`src/rtl/lvds_rx9_align_ctrl_if.sv`:
```
// Control/status and deserializer-side bundle for the 9-lane x10 LVDS receive
// alignment controller. The controller takes the master modport.
interface lvds_rx9_align_ctrl_if #(
  parameter int NCH = 9,
  parameter int W   = 10
);
  logic              start;
  logic              i_rx_locked;
  logic [NCH*W-1:0]  i_rx_data;
  logic              o_pll_areset;
  logic [NCH-1:0]    o_rx_cda_reset;
  logic [NCH-1:0]    o_rx_cda;
  logic              o_cda_rdy;
  logic              o_busy;
  logic              o_fail;
  logic [NCH-1:0]    o_fail_mask;

  modport master (
    input  start, i_rx_locked, i_rx_data,
    output o_pll_areset, o_rx_cda_reset, o_rx_cda,
           o_cda_rdy, o_busy, o_fail, o_fail_mask
  );

  modport slave (
    output start, i_rx_locked, i_rx_data,
    input  o_pll_areset, o_rx_cda_reset, o_rx_cda,
           o_cda_rdy, o_busy, o_fail, o_fail_mask
  );
endinterface

```
`src/rtl/lvds_rx9_align_ctrl.sv`:
```
// PLL reset / lock / per-lane bit-slip training controller for a 9-lane x10 LVDS rx.
// Optional RX9_ALIGN_RETRY_EN: FAIL re-runs training up to 3 times before o_fail.
module lvds_rx9_align_ctrl #(
  parameter int             NCH          = 9,
  parameter int             W            = 10,
  parameter logic [W-1:0]   TRAIN        = 10'h3F0,
  parameter int             PLL_RST_CYC  = 16,
  parameter int             LOCK_TIMEOUT = 50000,
  parameter int             SETTLE_CYC   = 8,
  parameter int             MATCH_CNT    = 4
) (
  input  logic                  clk,
  input  logic                  rst_n,
  lvds_rx9_align_ctrl_if.master bus
);

  localparam int LW = $clog2(NCH);
  localparam int SW = $clog2(W + 1);
  localparam int MW = $clog2(MATCH_CNT + 1);

  localparam logic [3:0] ST_IDLE      = 4'd0;
  localparam logic [3:0] ST_PLL_RST   = 4'd1;
  localparam logic [3:0] ST_WAIT_LOCK = 4'd2;
  localparam logic [3:0] ST_CDA_RST   = 4'd3;
  localparam logic [3:0] ST_SETTLE    = 4'd4;
  localparam logic [3:0] ST_CHECK     = 4'd5;
  localparam logic [3:0] ST_SLIP      = 4'd6;
  localparam logic [3:0] ST_NEXT      = 4'd7;
  localparam logic [3:0] ST_DONE      = 4'd8;
  localparam logic [3:0] ST_FAIL      = 4'd9;

  localparam logic [LW-1:0] LAST_LANE = LW'(NCH - 1);

  logic [3:0]     state_q, state_d;
  logic [15:0]    timer_q, timer_d, timer_inc;
  logic [LW-1:0]  lane_q, lane_d;
  logic [SW-1:0]  slip_q, slip_d;
  logic [MW-1:0]  match_q, match_d;
  logic [NCH-1:0] mask_q, mask_d;
  logic           lock_meta_q, lock_sync_q;
`ifdef RX9_ALIGN_RETRY_EN
  logic [1:0]     retry_q, retry_d;
`endif

  logic           pll_areset_q, pll_areset_d;
  logic [NCH-1:0] cda_reset_q, cda_reset_d;
  logic [NCH-1:0] rx_cda_q, rx_cda_d;
  logic           cda_rdy_q, cda_rdy_d;
  logic           busy_q, busy_d;
  logic           fail_q, fail_d;

  logic [W-1:0]   lane_word;
  logic           lock_lost;
  logic           lane_phase;

  assign lane_word  = bus.i_rx_data[lane_q*W +: W];
  assign lock_lost  = !lock_sync_q;
  assign timer_inc  = (timer_q == 16'hFFFF) ? timer_q : timer_q + 16'd1;
  assign lane_phase = (state_q == ST_SETTLE) || (state_q == ST_CHECK) ||
                      (state_q == ST_SLIP)   || (state_q == ST_NEXT)  ||
                      (state_q == ST_DONE);

  always_comb begin
    state_d = state_q;
    timer_d = timer_inc;
    lane_d  = lane_q;
    slip_d  = slip_q;
    match_d = match_q;
    mask_d  = mask_q;
`ifdef RX9_ALIGN_RETRY_EN
    retry_d = retry_q;
`endif

    case (state_q)
      ST_IDLE: timer_d = '0;
      ST_PLL_RST: begin
        if (timer_q == 16'(PLL_RST_CYC - 1)) begin
          state_d = ST_WAIT_LOCK;
          timer_d = '0;
        end
      end
      ST_WAIT_LOCK: begin
        if (lock_sync_q) begin
          state_d = ST_CDA_RST;
          timer_d = '0;
        end else if (timer_q == 16'(LOCK_TIMEOUT)) begin
          state_d = ST_FAIL;
          mask_d  = '1;
        end
      end
      ST_CDA_RST: begin
        if (timer_q == 16'd1) begin
          state_d = ST_SETTLE;
          timer_d = '0;
          lane_d  = '0;
          slip_d  = '0;
          match_d = '0;
        end
      end
      ST_SETTLE: begin
        if (timer_q == 16'(SETTLE_CYC - 1)) begin
          state_d = ST_CHECK;
          timer_d = '0;
        end
      end
      ST_CHECK: begin
        if (lane_word == TRAIN) begin
          if (match_q == MW'(MATCH_CNT - 1)) begin
            state_d = ST_NEXT;
            match_d = '0;
          end else begin
            match_d = match_q + MW'(1);
          end
        end else begin
          match_d = '0;
          state_d = ST_SLIP;
        end
      end
      // A lane that has already been slipped through every bit position gives up.
      ST_SLIP: begin
        if (slip_q == SW'(W)) begin
          mask_d[lane_q] = 1'b1;
          state_d        = ST_NEXT;
        end else begin
          slip_d  = slip_q + SW'(1);
          state_d = ST_SETTLE;
          timer_d = '0;
        end
      end
      ST_NEXT: begin
        if (lane_q == LAST_LANE) begin
          if (mask_q == '0) begin
            state_d = ST_DONE;
`ifdef RX9_ALIGN_RETRY_EN
            retry_d = '0;
`endif
          end else begin
            state_d = ST_FAIL;
          end
        end else begin
          lane_d  = lane_q + LW'(1);
          slip_d  = '0;
          match_d = '0;
          state_d = ST_CHECK;
        end
      end
      ST_DONE: timer_d = '0;
      ST_FAIL: begin
        timer_d = '0;
`ifdef RX9_ALIGN_RETRY_EN
        if (retry_q != 2'd3) begin
          retry_d = retry_q + 2'd1;
          state_d = ST_PLL_RST;
          lane_d  = '0;
          slip_d  = '0;
          match_d = '0;
          mask_d  = '0;
        end
`endif
      end
      default: begin
        state_d = ST_IDLE;
        timer_d = '0;
      end
    endcase

    // start overrides lock loss, so it is applied last.
    if (lane_phase && lock_lost) begin
      state_d = ST_PLL_RST;
      timer_d = '0;
      lane_d  = '0;
      slip_d  = '0;
      match_d = '0;
      mask_d  = '0;
    end
    if (bus.start) begin
      state_d = ST_PLL_RST;
      timer_d = '0;
      lane_d  = '0;
      slip_d  = '0;
      match_d = '0;
      mask_d  = '0;
`ifdef RX9_ALIGN_RETRY_EN
      retry_d = '0;
`endif
    end
  end

  // Outputs are decoded from the current state and registered, so they trail it by one cycle.
  always_comb begin
    pll_areset_d = (state_q == ST_PLL_RST);
    cda_reset_d  = {NCH{state_q == ST_CDA_RST}};
    rx_cda_d     = '0;
    if ((state_q == ST_SLIP) && (slip_q != SW'(W)))
      rx_cda_d[lane_q] = 1'b1;
    cda_rdy_d    = (state_q == ST_DONE);
    busy_d       = !((state_q == ST_IDLE) || (state_q == ST_DONE) || (state_q == ST_FAIL));
`ifdef RX9_ALIGN_RETRY_EN
    fail_d       = (state_q == ST_FAIL) && (retry_q == 2'd3);
`else
    fail_d       = (state_q == ST_FAIL);
`endif
  end

  always_ff @(posedge clk or negedge rst_n) begin
    if (!rst_n) begin
      state_q      <= ST_IDLE;
      timer_q      <= '0;
      lane_q       <= '0;
      slip_q       <= '0;
      match_q      <= '0;
      mask_q       <= '0;
      lock_meta_q  <= 1'b0;
      lock_sync_q  <= 1'b0;
`ifdef RX9_ALIGN_RETRY_EN
      retry_q      <= '0;
`endif
      pll_areset_q <= 1'b1;
      cda_reset_q  <= '1;
      rx_cda_q     <= '0;
      cda_rdy_q    <= 1'b0;
      busy_q       <= 1'b0;
      fail_q       <= 1'b0;
    end else begin
      state_q      <= state_d;
      timer_q      <= timer_d;
      lane_q       <= lane_d;
      slip_q       <= slip_d;
      match_q      <= match_d;
      mask_q       <= mask_d;
      lock_meta_q  <= bus.i_rx_locked;
      lock_sync_q  <= lock_meta_q;
`ifdef RX9_ALIGN_RETRY_EN
      retry_q      <= retry_d;
`endif
      pll_areset_q <= pll_areset_d;
      cda_reset_q  <= cda_reset_d;
      rx_cda_q     <= rx_cda_d;
      cda_rdy_q    <= cda_rdy_d;
      busy_q       <= busy_d;
      fail_q       <= fail_d;
    end
  end

  assign bus.o_pll_areset   = pll_areset_q;
  assign bus.o_rx_cda_reset = cda_reset_q;
  assign bus.o_rx_cda       = rx_cda_q;
  assign bus.o_cda_rdy      = cda_rdy_q;
  assign bus.o_busy         = busy_q;
  assign bus.o_fail         = fail_q;
  assign bus.o_fail_mask    = mask_q;

endmodule

```
`src/flat_wrapper.sv`:
```
// flat-port wrapper written by rule: the top's interface ports become plain ports
module lvds_rx9_align_ctrl_flat 
#(
  parameter int             NCH          = 9,
  parameter int             W            = 10,
  parameter logic [W-1:0]   TRAIN        = 10'h3F0,
  parameter int             PLL_RST_CYC  = 16,
  parameter int             LOCK_TIMEOUT = 50000,
  parameter int             SETTLE_CYC   = 8,
  parameter int             MATCH_CNT    = 4
)
  (clk, rst_n, bus_start, bus_i_rx_locked, bus_i_rx_data, bus_o_pll_areset, bus_o_rx_cda_reset, bus_o_rx_cda, bus_o_cda_rdy, bus_o_busy, bus_o_fail, bus_o_fail_mask);
  lvds_rx9_align_ctrl_if #(.NCH(NCH), .W(W)) bus_i ();
  input  logic clk;
  input  logic rst_n;
  input wire logic [$bits(bus_i.start)-1:0] bus_start;
  input wire logic [$bits(bus_i.i_rx_locked)-1:0] bus_i_rx_locked;
  input wire logic [$bits(bus_i.i_rx_data)-1:0] bus_i_rx_data;
  output wire logic [$bits(bus_i.o_pll_areset)-1:0] bus_o_pll_areset;
  output wire logic [$bits(bus_i.o_rx_cda_reset)-1:0] bus_o_rx_cda_reset;
  output wire logic [$bits(bus_i.o_rx_cda)-1:0] bus_o_rx_cda;
  output wire logic [$bits(bus_i.o_cda_rdy)-1:0] bus_o_cda_rdy;
  output wire logic [$bits(bus_i.o_busy)-1:0] bus_o_busy;
  output wire logic [$bits(bus_i.o_fail)-1:0] bus_o_fail;
  output wire logic [$bits(bus_i.o_fail_mask)-1:0] bus_o_fail_mask;
  assign bus_i.start = bus_start;
  assign bus_i.i_rx_locked = bus_i_rx_locked;
  assign bus_i.i_rx_data = bus_i_rx_data;
  assign bus_o_pll_areset = bus_i.o_pll_areset;
  assign bus_o_rx_cda_reset = bus_i.o_rx_cda_reset;
  assign bus_o_rx_cda = bus_i.o_rx_cda;
  assign bus_o_cda_rdy = bus_i.o_cda_rdy;
  assign bus_o_busy = bus_i.o_busy;
  assign bus_o_fail = bus_i.o_fail;
  assign bus_o_fail_mask = bus_i.o_fail_mask;
  lvds_rx9_align_ctrl #(.NCH(NCH), .W(W), .TRAIN(TRAIN), .PLL_RST_CYC(PLL_RST_CYC), .LOCK_TIMEOUT(LOCK_TIMEOUT), .SETTLE_CYC(SETTLE_CYC), .MATCH_CNT(MATCH_CNT)) u_core (.clk(clk), .rst_n(rst_n), .bus(bus_i));
endmodule
```
`config.mk`:
```
export PLATFORM = sky130hd
export DESIGN_NAME = lvds_rx9_align_ctrl_flat
export DESIGN_NICKNAME = d
export VERILOG_FILES = /design/src/rtl/lvds_rx9_align_ctrl_if.sv /design/src/rtl/lvds_rx9_align_ctrl.sv /design/src/flat_wrapper.sv
export SDC_FILE = /design/constraint.sdc
export NUM_CORES = 1
export LEC_CHECK = 0
export CAP_MARGIN = 25
export CELL_PAD_IN_SITES_DETAIL_PLACEMENT = 0
export CELL_PAD_IN_SITES_GLOBAL_PLACEMENT = 1
export CORE_MARGIN = 8
export CORE_UTILIZATION = 33
export CTS_CLUSTER_DIAMETER = 30
export CTS_CLUSTER_SIZE = 30
export DETAILED_ROUTE_END_ITERATION = 8
export GPL_TIMING_DRIVEN = 0
export MAX_ROUTING_LAYER = met4
export PLACE_DENSITY_LB_ADDON = 0.1
export SLEW_MARGIN = 20
export SYNTH_ARGS = -nofsm -noshare
export SYNTH_HDL_FRONTEND = slang
export SYNTH_SLANG_ARGS = --single-unit
```
`constraint.sdc`:
```
create_clock -name clk -period 2.9 [get_ports clk]
set_input_delay 0.58 -clock clk [delete_from_list [all_inputs] [get_ports clk]]
set_output_delay 0.58 -clock clk [all_outputs]
set_load 0.01 [all_outputs]
```
== After elaboration in Yosys (flattened, before gate mapping) ==
Index checks and enable logic that the tools add are counted.

* RAM bits: 0
* Memory bits (read-only): 0
* Bits in latches: 0
* Input bits: 94
* Memories: 0
* Output and inout port bits: 31
* Word-level logic and storage cells: 125
* Flip-flop bits (word level): 56

* Bitwise gates (word level): 1
* Mux-type cells: 48
* Eq/ne operators: 30
* Div/mod/pow operators: 0
* Reduce and logical (&&, ||, !) cells: 24
* Shifts and indexed selects: 1
* Multipliers: 1
* Add/sub/neg operators: 4
* Order comparisons: 2

{| class="wikitable"
|+ Operators by type and width
! cell !! number
|-
| 16-bit two-way mux || 8
|-
| 16-bit case mux with 6 select lines || 1
|-
| 90-bit by 9-bit variable part select with 10-bit output || 1
|-
| 4-bit two-way mux || 18
|-
| 9-bit two-way mux || 6
|-
| 16-bit equality test (second input constant) || 2
|-
| 4-bit case mux with 8 select lines || 1
|-
| 4-bit != test (second input constant) || 7
|-
| 3-bit two-way mux || 6
|-
| 9-bit case mux with 2 select lines || 1
|-
| 16-bit by 1-bit adder with 16-bit output (second input constant) || 1
|-
| 16-bit by 1-bit equality test with 1-bit output (second input constant) || 1
|-
| 16-bit by 3-bit equality test with 1-bit output (second input constant) || 1
|-
| 16-bit by 4-bit equality test with 1-bit output (second input constant) || 1
|-
| 4-bit by 3-bit equality test with 1-bit output (second input constant) || 4
|-
| 4-bit equality test (second input constant) || 4
|-
| 4-bit case mux with 3 select lines || 1
|-
| 10-bit equality test (second input constant) || 1
|-
| 5-bit nonzero test || 2
|-
| 9-bit logical NOT || 1
|-
| 9-bit bitwise OR || 1
|-
| 3-bit case mux with 3 select lines || 1
|-
| 4-bit by 1-bit adder with 4-bit output (second input constant) || 2
|-
| 4-bit by 2-bit equality test with 1-bit output (second input constant) || 2
|-
| other kinds (24) || 37
|}

== Depth between registers and ports, before layout ==
Gate-level depths: netlist of run 1.

* Word-level depth: 9
* Gate-level depth with buffers: 11

== Worst setup path after synthesis of run 1 ==
No wires, ideal clock.

* Path kind: reg2reg
* Start: register u_core.lane_q[0]
* End: register u_core.lane_q[3]
* Path buffers: 1
* Stages on the path, launching flop included: 11
* Setup slack: 338 ps
* Arrival: 2468 ps
* Cells stage by stage: dfrtp_1 -> buf_2 -> clkinv_1 -> ha_1 -> nand3b_1 -> or3_1 -> a21boi_1 -> a41o_1 -> nand4_1 -> xnor2_1 -> a211oi_1

* Cells in the longest elaborated chain, start to end: 5
* Elaborated cells between the ends (all ways): 8
* Classes of those cells: 1 x add/sub; 2 x eq/ne; 4 x mux; 1 x reduce/logical

{| class="wikitable"
|+ RTL lines
! what !! RTL line !! source
|-
| from (decl) || lvds_rx9_align_ctrl.sv:36 || <nowiki>logic [LW-1:0] lane_q, lane_d;</nowiki>
|-
| from (signal assigned) || lvds_rx9_align_ctrl.sv:227 || <nowiki>lane_q <= lane_d;</nowiki>
|-
| 4-bit by 1-bit adder with 4-bit output || lvds_rx9_align_ctrl.sv:141 || <nowiki>lane_d = lane_q + LW'(1);</nowiki>
|-
| 4-bit two-way mux || lvds_rx9_align_ctrl.sv:131 || <nowiki>if (lane_q == LAST_LANE) begin</nowiki>
|-
| 4-bit case mux with 2 select lines || lvds_rx9_align_ctrl.sv:74 || <nowiki>case (state_q)</nowiki>
|-
| 4-bit two-way mux || lvds_rx9_align_ctrl.sv:168 || <nowiki>if (lane_phase && lock_lost) begin</nowiki>
|-
| 4-bit two-way mux || lvds_rx9_align_ctrl.sv:176 || <nowiki>if (bus.start) begin</nowiki>
|}

Several ways; a longest one is shown, not always the timed one. The select of a mux whose other input is x is not followed.
A chain may end at the register's enable or synchronous reset.

== Worst setup path in the final report of run 1 ==
* Start: input port bus_i_rx_data[80]
* End: register u_core.state_q[1]

* Cells in the longest elaborated chain, start to end: 6
* Elaborated cells between the ends (all ways): 8
* Classes of those cells: 2 x eq/ne; 1 x shift; 4 x mux; 1 x reduce/logical

{| class="wikitable"
|+ RTL lines
! what !! RTL line !! source
|-
| from (decl) || flat_wrapper.sv:18 || <nowiki>input wire logic [$bits(bus_i.i_rx_data)-1:0] bus_i_rx_data;</nowiki>
|-
| 90-bit by 9-bit variable part select with 10-bit output (*) || lvds_rx9_align_ctrl.sv:56 || <nowiki>assign lane_word = bus.i_rx_data[lane_q*W +: W];</nowiki>
|-
| 10-bit equality test (*) || lvds_rx9_align_ctrl.sv:107 || <nowiki>if (lane_word == TRAIN) begin</nowiki>
|-
| 4-bit two-way mux || lvds_rx9_align_ctrl.sv:107 ||
|-
| 4-bit case mux with 8 select lines || lvds_rx9_align_ctrl.sv:74 ||
|-
| 4-bit two-way mux || lvds_rx9_align_ctrl.sv:168 ||
|-
| 4-bit two-way mux || lvds_rx9_align_ctrl.sv:176 ||
|-
| to (signal assigned) || lvds_rx9_align_ctrl.sv:225 || <nowiki>state_q <= state_d;</nowiki>
|-
| to (decl) || lvds_rx9_align_ctrl.sv:34 || <nowiki>logic [3:0] state_q, state_d;</nowiki>
|}

Mark *: on every way between the ends. The rest lies on a longest branch, timed or not.

==> impl_results.md, run 1 <==
- MaxCap Viol Count: 0
- Final Max Tran Viols: 0
- Outcome: complete, no violations
- Min-delay worst type: in2async
- Synth top area cells: dfrtp_1, nor2_1, ha_1
- Die height: 118 um
- Horiz. Die Dim: 118 um
- Yosys top cell area share: 39.0%
- CP Cell Sequence: clkdlybuf4s50_1 > or4_1 > a41oi_1 > o2111ai_1 > nor4_1 > a21o_1 > a211oi_1 > o32ai_1
- Worst Path Max Fanout: 5
- Post-DP HPWL: 9.01 mm
- Post-synth top cells: dfrtp_1, nor2_1, nand2_1
- WL per Instance: 17.5 um
- Cell taking the most area after synthesis: dfrtp_1
- Relative slew slack: 52.9%
- Critical Path Slowest Stage Cell: or4_1
- Total grt overflow: 0
- Setup crit start kind: input pin
- GR Util All Layers: about 17%
- Vias: 3340
- Total CTS buffers: 5
- Final hold vios: 0
- Peak supply drop: 0.000222 V
- Initial antenna violation count: 0
- Crit path DAT: 2.99 ns
- Layout cells sized above 1: 10.5%
- Fin Clk Skew: roughly 0.011 ns
- Max Used Layer: met4
- Area post-placement: just under 5000 um2
- Design area: 5030 um2
- Final worst path period share: 95.7%
- CTS tree: done
- Distinct cells, synth: 65
- Largest net degree at the start of global routing: 57
- Asr flop ratio synth: 100%
- Fin crit period: between 2 and 3 ns
- WL final: 11.4 mm
- Metal-1 WL: about 5.3 mm
- DR iter-0 viols: around 200
- Vias in the first global route: 3373
- P_leak: 2.00 nW
- Post-synth EDFFs: 0
- Syn nets: 482
- Ports: between 100 and 150
- Kind of critical path: in2reg
- Dpl cells: 638
- Crit path required time: 3.11 ns
- Power per cell area: 299 nW/um2
- Die area: 14000 um2
- Clock tree buffer depth: 2
- DR WL met3: 600 um
- Fill cell count: 1010
- DRT Pass-1 Iters: 4
- Cell Count, Final, Fillers Out: 650
- Cell with the most instances after synthesis: dfrtp_1
- Most used DFF post-synth: dfrtp_1
- Worst-margin pin slew: 0.706 ns
- Unrepaired setup endpoints after global routing: no
- Antenna cells: 0
- DRC viols: 0
- Number of port buffers: 124
- Met2 WL: 5.40 mm
- Mean Syn Cell Area: 9.16 um2
- Sinks on Clock Net: 56
- NumNets Final: a little over 600
- H-tree Lvls: 2
- Count of hold-fix buffers inserted at cts: 0
- Mapped cell area: 3460 um2
- Area grow syn2layout: 45.4%
- Initial Util: 33.7%
- Reg area: about 1400 um2
- Clk Latency, worst-skew pair: 0.31 ns
- Setup-failing EPs final: 0
- First-pass GRT wire length: 18.7 mm
- Antenna Violating Nets Remaining: 0
- DR vias/cell: 5.14
- Clk slew on worst S/H paths: about 0.11 ns
- Achievable frequency: 0.360 GHz
- Synthesis-stage register bit count: 56
- Max incr delay on CP: 0.52 ns
- CTS root buf: clkbuf_8
- Register area share after synthesis: around two fifths
- RePlAce Congestion: 0.843
- Multi-input logic area: about 1900 um2
- Mapped Cells: about 380
- Site Rows: 37
- Total negative slack: 0 ns
- Core Area: ~10000 um2
- Crit end category: flop
- Ys Warns: 0
through the flow:
stage / utilization (%) / total power, mW / hold slack (ns) / worst slack, ns
after CTS: 48.5 / 1.53 / 0.327 / -0.0456
after global routing: 49.0 / 1.58 / 0.368 / 0.0480
after detailed placement: 47.4 / 1.06 / 0.341 / -0.539
after floorplan: - / 0.884 / 0.284 / 0.338
final: 49.0 / 1.51 / 0.301 / 0.125
after global placement: 47.4 / 1.06 / 0.340 / -0.524
cell usage in the layout (no fill, tap or decap), types with 4 or more instances in the layout:
master / count
clkdlybuf4s50_1: 123
dfrtp_1: 54
nor2_1: 44
nand2_1: 24
a21oi_1: 18
nand3_1: 15
nor4_1: 14
inv_1: 13
xnor2_1: 13
buf_4: 13
nor3_1: 12
and3_1: 10
o21a_1: 10
ha_1: 10
clkbuf_1: 9
mux2_2: 9
a211oi_1: 9
nand4b_1: 8
o21ai_0: 8
nand4_1: 6
mux2i_1: 6
buf_2: 5
nor2b_1: 5
clkbuf_8: 5
nand3b_1: 4
or4_1: 4
a21o_1: 4
state kept, by name (all words and copies together) (netlist names):
name / cells
u_core.bus.o_fail: 1
u_core.bus.o_busy: 1
u_core.bus.o_fail_mask: 9
u_core.bus.o_rx_cda_reset: 1
u_core.state_q: 4
u_core.bus.o_cda_rdy: 1
u_core.lane_q: 4
u_core.match_q: 3
u_core.slip_q: 4
u_core.timer_q: 16
u_core.lock_sync_q: 1
u_core.bus.o_pll_areset: 1
u_core.bus.o_rx_cda: 9
u_core.lock_meta_q: 1
final timing paths:
path / startpoint / endpoint / slack (ns) / depth (start not counted)
worst max register to register: u_core.lane_q[2]$_DFFE_PN0P_ / u_core.state_q[1]$_DFFE_PN0P_ / 0.23 / 8
worst min register to register: u_core.lock_meta_q$_DFF_PN0_ / u_core.lock_sync_q$_DFF_PN0_ / 0.36 / 0
max in group asynchronous: rst_n / u_core.lock_sync_q$_DFF_PN0_ / 2.12 / 1
worst min-delay path: rst_n / u_core.bus.o_rx_cda[1]$_DFF_PN0_ / 0.30 / 1
min in group clk: u_core.lock_meta_q$_DFF_PN0_ / u_core.lock_sync_q$_DFF_PN0_ / 0.36 / 0
worst max-delay path: bus_i_rx_data[80] / u_core.state_q[1]$_DFFE_PN0P_ / 0.13 / 8
report_power, final:
part | internal (mW) | switching (mW)
Sequential | 0.795 | 0.0146
Combinational | 0.157 | 0.0803
Clock | 0.177 | 0.282
Total | 1.13 | 0.376
metal layers:
| metal | up-vias | global-route usage (%) |
|---|---|---|
| li1 | 1643 | - |
| met1 | 1593 | 21.7 |
| met2 | 100 | 27.1 |
| met5 | - | - |
| met3 | 4 | 2.62 |
| met4 | 0 | 2.45 |
cells by family (layout without fill, tap and decap cells):
logic type	Yosys count	count (layout)	share of synthesized area, %
mux	16	16	5.31
simple gates	165	165	25.5
compound gates	76	76	15.8
flops	56	56	40.5
buf+inv	40	176	5.46
fa+ha+maj	10	10	3.61
xor+xnor	15	15	3.79
area by class of cell:
class	instances	area share [%]
inverters	14	1.07
plain buffers	26	2.78
clock inverters	3	0.522
multi-input cells	282	37.8
repair buffers	128	25.2
well taps	136	3.38
clock buffers	5	1.37
flip-flops and latches	56	27.9
worst max-delay path, delay by kind of cell:
family / cells / cell delay, ns
AO/OA/AOI/OAI: 5 / 1.00
buffers and inverters: 1 / 0.40
AND/OR/NAND/NOR: 2 / 1.00
repair_timing:
item	CTS	global route
endpoints found under the setup margin	10	11
pin swaps	0	1
gates resized for setup	5	5
setup buffers	0	4
(Power assumes the default switching activity.)
==> run 2, diff against run 1 <==
--- a/config.mk
+++ b/config.mk
@@ -9,14 +9,15 @@
 export CELL_PAD_IN_SITES_DETAIL_PLACEMENT = 0
 export CELL_PAD_IN_SITES_GLOBAL_PLACEMENT = 1
 export CORE_MARGIN = 8
-export CORE_UTILIZATION = 33
+export CORE_UTILIZATION = 40
 export CTS_CLUSTER_DIAMETER = 30
 export CTS_CLUSTER_SIZE = 30
 export DETAILED_ROUTE_END_ITERATION = 8
+export DONT_BUFFER_PORTS = 1
 export GPL_TIMING_DRIVEN = 0
 export MAX_ROUTING_LAYER = met4
 export PLACE_DENSITY_LB_ADDON = 0.1
-export SLEW_MARGIN = 20
+export SLEW_MARGIN = 5
 export SYNTH_ARGS = -nofsm -noshare
 export SYNTH_HDL_FRONTEND = slang
 export SYNTH_SLANG_ARGS = --single-unit
==> constraint.sdc (replaced) <==
create_clock -name clk -period 2.4 [get_ports clk]
set_input_delay 0.48 -clock clk [delete_from_list [all_inputs] [get_ports clk]]
set_output_delay 0.48 -clock clk [all_outputs]
set_load 0.01 [all_outputs]
==> run 2 against run 1 <==
  * Register-to-register slack worse by 0.25 ns
  * The flow now finishes with violations (negative setup slack)
  * Die area down 15%
  * Largest power group unchanged
  * Sequential share of layout area up 6.0 points
  * Cell count down 20%
==> impl_results.md, run 2 (synthesis results as in run 1) <==
- Failing checks: negative setup slack
- Ports: 125 (unchanged)
- Final Max Tran Viols: 0 (unchanged)
- DRT Pass-1 Iters: 4 (unchanged)
- P_leak: 1.70 nW (-15%)
- DR vias/cell: 5.76 (+12%)
- Clock tree buffer depth: 2 (unchanged)
- RePlAce Congestion: 0.870 (+3.2%)
- CP Cell Sequence: or4_4 > or4_4 > a2111oi_4 > buf_4 > o21ai_4 > a21oi_2 > o21a_1
- Power per cell area: 399 nW/um2 (+33%)
- Layout cells sized above 1: 29.4% (+19 points)
- Clk Latency, worst-skew pair: 0.31 ns (about the same)
- FF-to-FF Start: u_core.timer_q[2]$_DFF_PN0_
- Sinks on Clock Net: 56 (unchanged)
- Initial Util: 40.5% (+6.8 points)
- Area grow syn2layout: 21.0%
- Max reg flops: 16 (unchanged)
- Total grt overflow: 0 (unchanged)
- Total chip power: 1.67 mW (+11%)
- CTS tree: done
- Critical Path Start: u_core.timer_q[2]$_DFF_PN0_
- WL final: 10.0 mm (-12%)
- Achievable frequency: a little over 0.4 GHz
- Vias in the first global route: 2943 (-13%)
- CP dominant cell by count: or4_4
- MaxCap Viol Count: 0 (unchanged)
- Area post-placement: 3600 um2 (-26%)
- Unrepaired setup endpoints after global routing: yes
- Design area: 4190 um2 (-17%)
- Peak supply drop: 0.000296 V (+34%)
- Worst-margin pin slew: 0.521 ns (-0.185 ns)
- Relative slew slack: 65.3% (+12 points)
- Crit path required time: 2.65 ns (-0.46 ns)
- Fin crit period: 2.42 ns
- DP Worst Slack: -0.593 ns (-0.0547 ns)
- Final worst path period share: 101%
- Fin Clk Skew: 0.00948 ns (-0.00161 ns)
- Crit path DAT: 2.67 ns (-0.32 ns)
- GR Util All Layers: 16.2% (-0.36 points)
- DRC viols: 0 (unchanged)
- Setup-failing EPs final: 7 (+7)
- Antenna Violating Nets Remaining: 0 (unchanged)
- Die area: 11900 um2 (-15%)
- Most frequent cells in the layout: nor2_1, dfrtp_1, buf_4
- NumNets Final: 515 (-17%)
- Initial antenna violation count: 0 (unchanged)
- R2R setup slack: -0.02 ns (-0.25 ns)
- Number of port buffers: 0 (-100%)
- Outcome: finished, violations left
- Setup ws final: -0.0182 ns (-0.144 ns)
- Fill cell count: 823 (-19%)
- First-pass GRT wire length: 15.0 mm (-20%)
- Antenna cells: 0 (unchanged)
- Min-delay worst type: in2async
- Total CTS buffers: 5 (unchanged)
- Setup crit start kind: flop
- Crit end category: flop
- CTS root buf: clkbuf_8
- Final hold vios: 0 (unchanged)
- Horiz. Die Dim: 109 um (-7.9%)
- WHS: 0.0190 ns (-0.282 ns)
- WL per Instance: 19.2 um (+10%)
- Largest net degree at the start of global routing: 57 (unchanged)
- Core Area: 8550 um2 (-17%)
- Site Rows: 34 (-8.1%)
- Biggest register: u_core.timer_q
- DR iter-0 viols: 111 (-43%)
- Die height: 109 um (-7.9%)
- Vias: 2995 (-10%)
- Kind of critical path: reg2reg
- Max incr delay on CP: 0.55 ns (+0.03 ns)
- Clk slew on worst S/H paths: 0.11 ns (about the same)
- Total negative slack: -0.0533 ns (-0.0533 ns)
- Most common cell after layout, fill and taps aside: nor2_1
- H-tree Lvls: 2 (unchanged)
- Post-DP HPWL: 7.34 mm (-19%)
- Critical Path Slowest Stage Cell: or4_4
- Worst Path Max Fanout: 6 (+1)
[run 2: worst max-delay path: cells and delay by family (launching register included)]
kind            cells  cell delay [ns]
compound gates      4             0.71
buf+inv             1             0.20
flops               1             0.46
simple gates        2             1.00
[run 2: per-layer routing]
layer | GRT usage [%] | vias to the layer above | part of all wire [%]
li1 | - | 1439 | -
met1 | 20.9 | 1444 | 45
met2 | 26.0 | 106 | 47
met3 | 3.31 | 6 | 8.0
met4 | 2.74 | 0 | 0.51
met5 | - | - | 0
[run 2: power breakdown]
group	total, mW	internal [mW]	switching [mW]
clock network	0.548	0.215	0.333
registers	0.987	0.961	0.0261
logic	0.135	0.0619	0.0729
[run 2: final cells by class]
cell class                 count  area [um2]  share of cell area [%]
clock inverter                 3        27.5                   0.657
clock buffer                   5        68.8                    1.64
tap                          108         135                    3.23
inverter                      14        57.6                    1.37
buffer                        23         158                    3.76
sequential                    56        1420                    33.9
multi-input combinational    283        2090                    50.0
timing repair buffer          28         230                    5.50
[run 2: what timing repair did]
action	CTS	global route
resized for setup	28	49
pin swaps	3	12
cloned	0	2
setup buffers	5	21
hold buffers	1	0
setup endpoints to repair	48	44
hold endpoints to repair	56	0
[run 2: final timing paths]
path,cells past startpoint,end
min reg2reg,0,u_core.lock_sync_q$_DFF_PN0_
max,7,u_core.bus.o_fail_mask[3]$_DFFE_PN0P_
max reg2reg,7,u_core.bus.o_fail_mask[3]$_DFFE_PN0P_
min in group clk,0,u_core.lock_meta_q$_DFF_PN0_
min,1,u_core.bus.o_fail_mask[5]$_DFFE_PN0P_
max in group asynchronous,1,u_core.bus.o_pll_areset$_DFF_PN1_
[run 2: per-stage QoR]
step | cells | util (%)
floorplan | 378 | -
global placement | 486 | 42.1
detailed placement | 486 | 42.1
CTS | 498 | 45.2
global route | 520 | 49.0
finish | 520 | 49.0
